[src/rtl/leds_racer_input_hub_pkg.sv]
// Shared definitions for the LEDs racer button front-end: player limits,
// board colour-to-index mapping and width helpers used by the hub and its channels.
package leds_racer_input_hub_pkg;

  // Largest number of button channels the hub supports.
  localparam int MAX_PLAYERS = 16;

  // Board colour of each player index.
  localparam int GREEN  = 0;
  localparam int RED    = 1;
  localparam int BLUE   = 2;
  localparam int YELLOW = 3;

  // Width of a player index; a single-player build still carries one bit.
  function automatic int id_width(input int n);
    return (n <= 1) ? 1 : $clog2(n);
  endfunction

  // Width of a down/up counter that must hold the value n; n==0 still needs one bit.
  function automatic int cnt_width(input int n);
    return (n < 1) ? 1 : $clog2(n + 1);
  endfunction

endpackage

[src/rtl/leds_racer_input_hub_if.sv]
// Bundle between the board buttons / racer core and the input hub.
// The master side drives buttons and game controls; the slave side is the hub.
interface leds_racer_input_hub_if #(
  parameter int NUM_PLAYERS = 4
) ();

  localparam int ID_W = leds_racer_input_hub_pkg::id_width(NUM_PLAYERS);

  logic [NUM_PLAYERS-1:0] btn_in;
  logic                   clear;
  logic                   ready_en;
  logic                   race_armed;
  logic [NUM_PLAYERS-1:0] btn_level;
  logic [NUM_PLAYERS-1:0] btn_press;
  logic [NUM_PLAYERS-1:0] ready;
  logic                   all_ready;
  logic                   first_valid;
  logic [ID_W-1:0]        first_id;

  modport master (
    output btn_in, clear, ready_en, race_armed,
    input  btn_level, btn_press, ready, all_ready, first_valid, first_id
  );

  modport slave (
    input  btn_in, clear, ready_en, race_armed,
    output btn_level, btn_press, ready, all_ready, first_valid, first_id
  );

endinterface

[src/rtl/leds_racer_debounce_ch.sv]
// One button channel: two-flop synchroniser, stable-time debounce,
// one-cycle press pulse on an accepted rising edge, and an optional
// lockout that drops rapid re-taps for a fixed number of cycles.
module leds_racer_debounce_ch
  import leds_racer_input_hub_pkg::*;
#(
  parameter int DEBOUNCE_CLK_CNT = 65536,
  parameter int LOCKOUT_CLK_CNT  = 0
) (
  input  logic clk,
  input  logic reset,
  input  logic btn_in,
  output logic btn_level,
  output logic btn_press
);

  localparam int CNT_W  = cnt_width(DEBOUNCE_CLK_CNT);
  localparam int LOCK_W = cnt_width(LOCKOUT_CLK_CNT);

  localparam logic [CNT_W-1:0]  CNT_LAST  = CNT_W'(DEBOUNCE_CLK_CNT - 1);
  localparam logic [LOCK_W-1:0] LOCK_LOAD = LOCK_W'(LOCKOUT_CLK_CNT);

  logic              sync_p0;
  logic              sync_p1;
  logic [CNT_W-1:0]  deb_cnt;
  logic              level_q;
  logic              press_q;
  logic [LOCK_W-1:0] lock_cnt;
  logic              raw_press;
  logic              press_ok;

  // The debounced level is about to rise on this edge.
  assign raw_press = sync_p1 & ~level_q & (deb_cnt == CNT_LAST);
  // A press is emitted only when the channel is not inside a lockout window.
  assign press_ok  = raw_press & (lock_cnt == '0);

  // Stage p0/p1: bring the asynchronous button into the clock domain.
  always_ff @(posedge clk) begin
    if (reset) begin
      sync_p0 <= 1'b0;
      sync_p1 <= 1'b0;
    end else begin
      sync_p0 <= btn_in;
      sync_p1 <= sync_p0;
    end
  end

  // Accept a new level only after it has differed from the current one for DEBOUNCE_CLK_CNT cycles.
  always_ff @(posedge clk) begin
    if (reset) begin
      deb_cnt <= '0;
      level_q <= 1'b0;
    end else if (sync_p1 == level_q) begin
      deb_cnt <= '0;
    end else if (deb_cnt == CNT_LAST) begin
      level_q <= sync_p1;
      deb_cnt <= '0;
    end else begin
      deb_cnt <= deb_cnt + CNT_W'(1);
    end
  end

  // Press pulse plus lockout timer; a dropped press never re-arms the timer.
  always_ff @(posedge clk) begin
    if (reset) begin
      press_q  <= 1'b0;
      lock_cnt <= '0;
    end else begin
      press_q <= press_ok;
      if (press_ok) begin
        lock_cnt <= LOCK_LOAD;
      end else if (lock_cnt != '0) begin
        lock_cnt <= lock_cnt - LOCK_W'(1);
      end
    end
  end

  assign btn_level = level_q;
  assign btn_press = press_q;

endmodule

[src/rtl/leds_racer_input_hub.sv]
// N-player button front-end for the LEDs racer. Each button runs through its
// own debounce channel; the hub then keeps the game-level latches: per-player
// ready flags, the all-ready flag and the first-press winner (lowest index wins ties).
module leds_racer_input_hub
  import leds_racer_input_hub_pkg::*;
#(
  parameter int NUM_PLAYERS      = 4,
  parameter int DEBOUNCE_CLK_CNT = 65536,
  parameter int LOCKOUT_CLK_CNT  = 0
) (
  input logic                  clk,
  input logic                  reset,
  leds_racer_input_hub_if.slave hub
);

  localparam int ID_W = id_width(NUM_PLAYERS);

  if (NUM_PLAYERS < 1 || NUM_PLAYERS > MAX_PLAYERS) begin : g_bad_players
    $error("leds_racer_input_hub: NUM_PLAYERS out of range");
  end
  if (DEBOUNCE_CLK_CNT < 1) begin : g_bad_debounce
    $error("leds_racer_input_hub: DEBOUNCE_CLK_CNT must be at least 1");
  end

  logic [NUM_PLAYERS-1:0] level_w;
  logic [NUM_PLAYERS-1:0] press_w;
  logic [NUM_PLAYERS-1:0] ready_q;
  logic                   all_ready_q;
  logic                   first_valid_q;
  logic [ID_W-1:0]        first_id_q;

  // Lowest set index of a press vector; used to break winner ties.
  function automatic logic [ID_W-1:0] lowest_idx(input logic [NUM_PLAYERS-1:0] v);
    logic [ID_W-1:0] idx;
    idx = '0;
    for (int i = NUM_PLAYERS - 1; i >= 0; i--) begin
      if (v[i]) idx = ID_W'(i);
    end
    return idx;
  endfunction

  for (genvar g = 0; g < NUM_PLAYERS; g++) begin : g_ch
    leds_racer_debounce_ch #(
      .DEBOUNCE_CLK_CNT (DEBOUNCE_CLK_CNT),
      .LOCKOUT_CLK_CNT  (LOCKOUT_CLK_CNT)
    ) u_ch (
      .clk       (clk),
      .reset     (reset),
      .btn_in    (hub.btn_in[g]),
      .btn_level (level_w[g]),
      .btn_press (press_w[g])
    );
  end

  // Ready flags set on a press while enabled; clear wins over a same-cycle press.
  always_ff @(posedge clk) begin
    if (reset) begin
      ready_q     <= '0;
      all_ready_q <= 1'b0;
    end else begin
      if (hub.clear) begin
        ready_q <= '0;
      end else if (hub.ready_en) begin
        ready_q <= ready_q | press_w;
      end
      all_ready_q <= &ready_q;
    end
  end

  // Capture the first press while the race is armed; later presses wait for clear.
  always_ff @(posedge clk) begin
    if (reset) begin
      first_valid_q <= 1'b0;
      first_id_q    <= '0;
    end else if (hub.clear) begin
      first_valid_q <= 1'b0;
      first_id_q    <= '0;
    end else if (hub.race_armed && !first_valid_q && (|press_w)) begin
      first_valid_q <= 1'b1;
      first_id_q    <= lowest_idx(press_w);
    end
  end

  assign hub.btn_level   = level_w;
  assign hub.btn_press   = press_w;
  assign hub.ready       = ready_q;
  assign hub.all_ready   = all_ready_q;
  assign hub.first_valid = first_valid_q;
  assign hub.first_id    = first_id_q;

endmodule

[src/flat_wrapper.sv]
// flat-port wrapper written by rule: the top's interface ports become plain ports
module leds_racer_input_hub_flat import leds_racer_input_hub_pkg::*;
#(
  parameter int NUM_PLAYERS      = 4,
  parameter int DEBOUNCE_CLK_CNT = 65536,
  parameter int LOCKOUT_CLK_CNT  = 0
)
  (clk, reset, hub_btn_in, hub_clear, hub_ready_en, hub_race_armed, hub_btn_level, hub_btn_press, hub_ready, hub_all_ready, hub_first_valid, hub_first_id);
  leds_racer_input_hub_if #(.NUM_PLAYERS(NUM_PLAYERS)) hub_i ();
  input logic clk;
  input logic reset;
  input wire logic [$bits(hub_i.btn_in)-1:0] hub_btn_in;
  input wire logic [$bits(hub_i.clear)-1:0] hub_clear;
  input wire logic [$bits(hub_i.ready_en)-1:0] hub_ready_en;
  input wire logic [$bits(hub_i.race_armed)-1:0] hub_race_armed;
  output wire logic [$bits(hub_i.btn_level)-1:0] hub_btn_level;
  output wire logic [$bits(hub_i.btn_press)-1:0] hub_btn_press;
  output wire logic [$bits(hub_i.ready)-1:0] hub_ready;
  output wire logic [$bits(hub_i.all_ready)-1:0] hub_all_ready;
  output wire logic [$bits(hub_i.first_valid)-1:0] hub_first_valid;
  output wire logic [$bits(hub_i.first_id)-1:0] hub_first_id;
  assign hub_i.btn_in = hub_btn_in;
  assign hub_i.clear = hub_clear;
  assign hub_i.ready_en = hub_ready_en;
  assign hub_i.race_armed = hub_race_armed;
  assign hub_btn_level = hub_i.btn_level;
  assign hub_btn_press = hub_i.btn_press;
  assign hub_ready = hub_i.ready;
  assign hub_all_ready = hub_i.all_ready;
  assign hub_first_valid = hub_i.first_valid;
  assign hub_first_id = hub_i.first_id;
  leds_racer_input_hub #(.NUM_PLAYERS(NUM_PLAYERS), .DEBOUNCE_CLK_CNT(DEBOUNCE_CLK_CNT), .LOCKOUT_CLK_CNT(LOCKOUT_CLK_CNT)) u_core (.clk(clk), .reset(reset), .hub(hub_i));
endmodule
[config.mk]
export PLATFORM = sky130hd
export DESIGN_NAME = leds_racer_input_hub_flat
export DESIGN_NICKNAME = d
export VERILOG_FILES = /design/src/rtl/leds_racer_input_hub_pkg.sv /design/src/rtl/leds_racer_input_hub_if.sv /design/src/rtl/leds_racer_debounce_ch.sv /design/src/rtl/leds_racer_input_hub.sv /design/src/flat_wrapper.sv
export SDC_FILE = /design/constraint.sdc
export NUM_CORES = 1
export LEC_CHECK = 0
export CAP_MARGIN = 40
export CORE_MARGIN = 4
export CORE_UTILIZATION = 38
export DETAILED_ROUTE_END_ITERATION = 8
export PLACE_DENSITY = 0.61
export SYNTH_ARGS = -nofsm -noshare
export SYNTH_HDL_FRONTEND = slang
export SYNTH_SLANG_ARGS = --single-unit
[constraint.sdc]
create_clock -name clk -period 4.41 [get_ports clk]
set_clock_uncertainty 0.2 [all_clocks]
set_input_delay 0.882 -clock clk [delete_from_list [all_inputs] [get_ports clk]]
set_output_delay 0.882 -clock clk [all_outputs]
set_load 0.01 [all_outputs]
==> flow_metrics.env <==
export IMPL_hpwlAfterDp_um=5070
export IMPL_dr_pass1_iters=4
export IMPL_dpl_cell_count=586
export IMPL_timing_final_crit_share=0.587
export IMPL_dieWidth_um=111
export IMPL_cts_resized=0
export IMPL_die_area_um2=12400
export IMPL_nets=482
export IMPL_synth_cells=439
export IMPL_tns_ps=0
export IMPL_cp_arrival_ps=2610
export IMPL_clk_latency_ps=350
export IMPL_ys_types=36
export IMPL_htree_levels=3
export IMPL_end_kind="register"
export IMPL_worstPathRequired_ps=4430
export IMPL_tritoncts="built"
export IMPL_portBuffers=24
export IMPL_remaining_drc_errors=0
export IMPL_ant_nets=0
export IMPL_row_count=37
export IMPL_finalHoldWorstSlack_ps=190
export IMPL_yosysWarnings=0
export IMPL_setup_viol=0
export IMPL_place_gp_congestion=0.729
export IMPL_slew_headroom=0.531
export IMPL_cellPowerDensity_nw_per_um2=323
export IMPL_initial_utilization=0.391
export IMPL_p_leak_nw=1.37
export IMPL_finalHoldViolations=0
export IMPL_synth_seq_cells=96
export IMPL_grt_max_degree=27
export IMPL_wl_per_cell_um=12.0
export IMPL_tightest_slew_ps=697
export IMPL_drtIter0Drc=126
export IMPL_antenna_cells=0
export IMPL_hold_buffers=0
export IMPL_ys_seq_area_frac=0.474
export IMPL_routed_wl_um=7230
export IMPL_mappedNetlistArea_um2=4050
export IMPL_rsz0062_at_grt="false"
export IMPL_status="completed"
export IMPL_cts_buffer_depth=2
export IMPL_finalMaxSlewViolations=0
export IMPL_ios=25
export IMPL_cts_root_buf="clkbuf_8"
export IMPL_core_area_um2=10400
export IMPL_cts_buffers=9
export IMPL_synth_area_top_cells="dfxtp_1, mux2i_1, a21oi_1, ha_1, nor2_1"
export IMPL_path_class="reg2reg"
export IMPL_synth_top_cell_by_area="dfxtp_1"
export IMPL_syn_to_final_growth_pct=12.9
export IMPL_die_h_um=111
export IMPL_period_needed_ps=2590
export IMPL_synth_avg_cell_area_um2=9.23
export IMPL_fillers=1044
export IMPL_ir_drop_v=0.000164
export IMPL_track_usage=0.121
export IMPL_final_cell_mix="dfxtp_1, a21oi_1, nor2_1"
export IMPL_path_max_fanout=13
export IMPL_hold_class="reg2reg"
export IMPL_fin_util=0.441
export IMPL_globalRouteOverflowTotal=0
export IMPL_max_freq_ghz=0.386
export IMPL_drive_gt1_frac=0.0558
export IMPL_layout_commonest_cell="dfxtp_1"
export IMPL_synth_top_cell_area_share=0.474
export IMPL_grt_pass1_wl_um=12600
export IMPL_grt_pass1_vias=2748
export IMPL_vias=3110
export IMPL_clkTransAtPathRegs_ps=100
export IMPL_fin_cells=602
export IMPL_clock_sinks=96
export IMPL_antenna_found_initial=0
export IMPL_crit_path_start_kind="register"
export IMPL_viasPerCell=5.17
export IMPL_cts_setup_buffers=0
export IMPL_max_cap_violations=0
==> report_power, final <==
group	internal [mW]	switching [mW]	leakage [nW]	total [mW]
clock network	0.277	0.299	0.0993	0.576
registers	0.872	0.00271	0.776	0.875
logic	0.0138	0.0159	0.497	0.0297
total	1.16	0.317	1.37	1.48
==> path summary, 6_finish.rpt <==
path                            slack (ps)                      startpoint  cells past startpoint                              to
worst max-delay path                  1820  u_core.g_ch[2].u_ch.deb_cnt[0]                      7  u_core.g_ch[2].u_ch.deb_cnt[5]
worst min-delay path                   190    u_core.g_ch[3].u_ch.lock_cnt                      1   u_core.g_ch[3].u_ch.btn_press
worst max register to register        1820  u_core.g_ch[2].u_ch.deb_cnt[0]                      7  u_core.g_ch[2].u_ch.deb_cnt[5]
worst min register to register         190    u_core.g_ch[3].u_ch.lock_cnt                      1   u_core.g_ch[3].u_ch.btn_press
==> routing by layer <==
layer / wire (um) / part of all wire / vias to the layer above / global-route usage
li1: - / - / 1617 / -
met1: 3860 / 0.53 / 1447 / 0.169
met2: 3070 / 0.42 / 38 / 0.180
met3: 208 / 0.029 / 8 / 0.0273
met4: 90 / 0.012 / 0 / 0.0511
met5: 0 / 0 / - / 0
==> cells by family (layout without fill, tap and decap cells) <==
group / Yosys count / count (layout) / synth area share
other: 1 / 4 / 0.000925
buffers and inverters: 39 / 63 / 0.0475
multiplexers: 18 / 18 / 0.0444
AND/OR/NAND/NOR: 192 / 192 / 0.269
XOR/XNOR: 12 / 12 / 0.0259
adder cells (fa/ha/maj): 12 / 12 / 0.0370
flip-flops: 96 / 96 / 0.474
AO/OA/AOI/OAI: 69 / 69 / 0.102
==> synth_stat cells <==
cell type,n
clkbuf_1,6
ha_1,12
nor3_2,2
nor2b_1,12
and4_1,1
nor4_1,15
nand2_1,28
nand4_2,3
buf_6,2
nand3_2,1
nor2_1,33
o41ai_1,1
nand4_1,13
and3_1,4
or3_1,15
xor2_1,6
conb_1,1
o31ai_1,16
a21oi_1,34
dfxtp_1,96
or2_2,1
nand3_1,21
nor4bb_1,4
mux2i_1,18
inv_1,22
xnor2_1,6
and4_2,1
o221a_2,2
and2_1,5
o21a_1,4
or4_1,16
buf_2,1
buf_4,8
nor3_1,4
o21ai_0,12
nand2b_1,13
==> state kept, by name (all words and copies together), names as in the netlist <==
signal,cells
u_core.hub.first_id,2
u_core.hub.ready,4
u_core.hub.all_ready,1
u_core.hub.first_valid,1
u_core.g_ch.u_ch.deb_cnt,68
u_core.g_ch.u_ch.sync_p1,4
u_core.g_ch.u_ch.lock_cnt,4
u_core.g_ch.u_ch.btn_level,4
u_core.g_ch.u_ch.sync_p0,4
u_core.g_ch.u_ch.btn_press,4
==> through the flow <==
stage | worst slack, ps | total power [mW] | cell area [um2]
global placement | 1330 | 0.924 | 4370
floorplan | 2090 | 0.911 | 4070
detailed placement | 1780 | 0.926 | 4380
CTS | 1780 | 1.50 | 4580
global route | 1520 | 1.54 | 4580
finish | 1820 | 1.48 | 4580
==> cell type report <==
class / instances / area (um2) / area share
Sequential cell: 96 / 1920 / 0.420
Multi-Input combinational cell: 307 / 1950 / 0.426
Inverter: 22 / 82.6 / 0.0180
Tap cell: 136 / 170 / 0.0372
Clock inverter: 5 / 56.3 / 0.0123
Timing Repair Buffer: 25 / 255 / 0.0558
Clock buffer: 11 / 141 / 0.0309
==> critical path: stages (launching register included) <==
cell and delay, ps:
dfxtp_1 410, ha_1 280, nand4_1 230, nor4_1 400
and3_1 220, ha_1 200, or3_1 430, a21oi_1 80
Note: power is estimated with default switching activity, not from simulation.
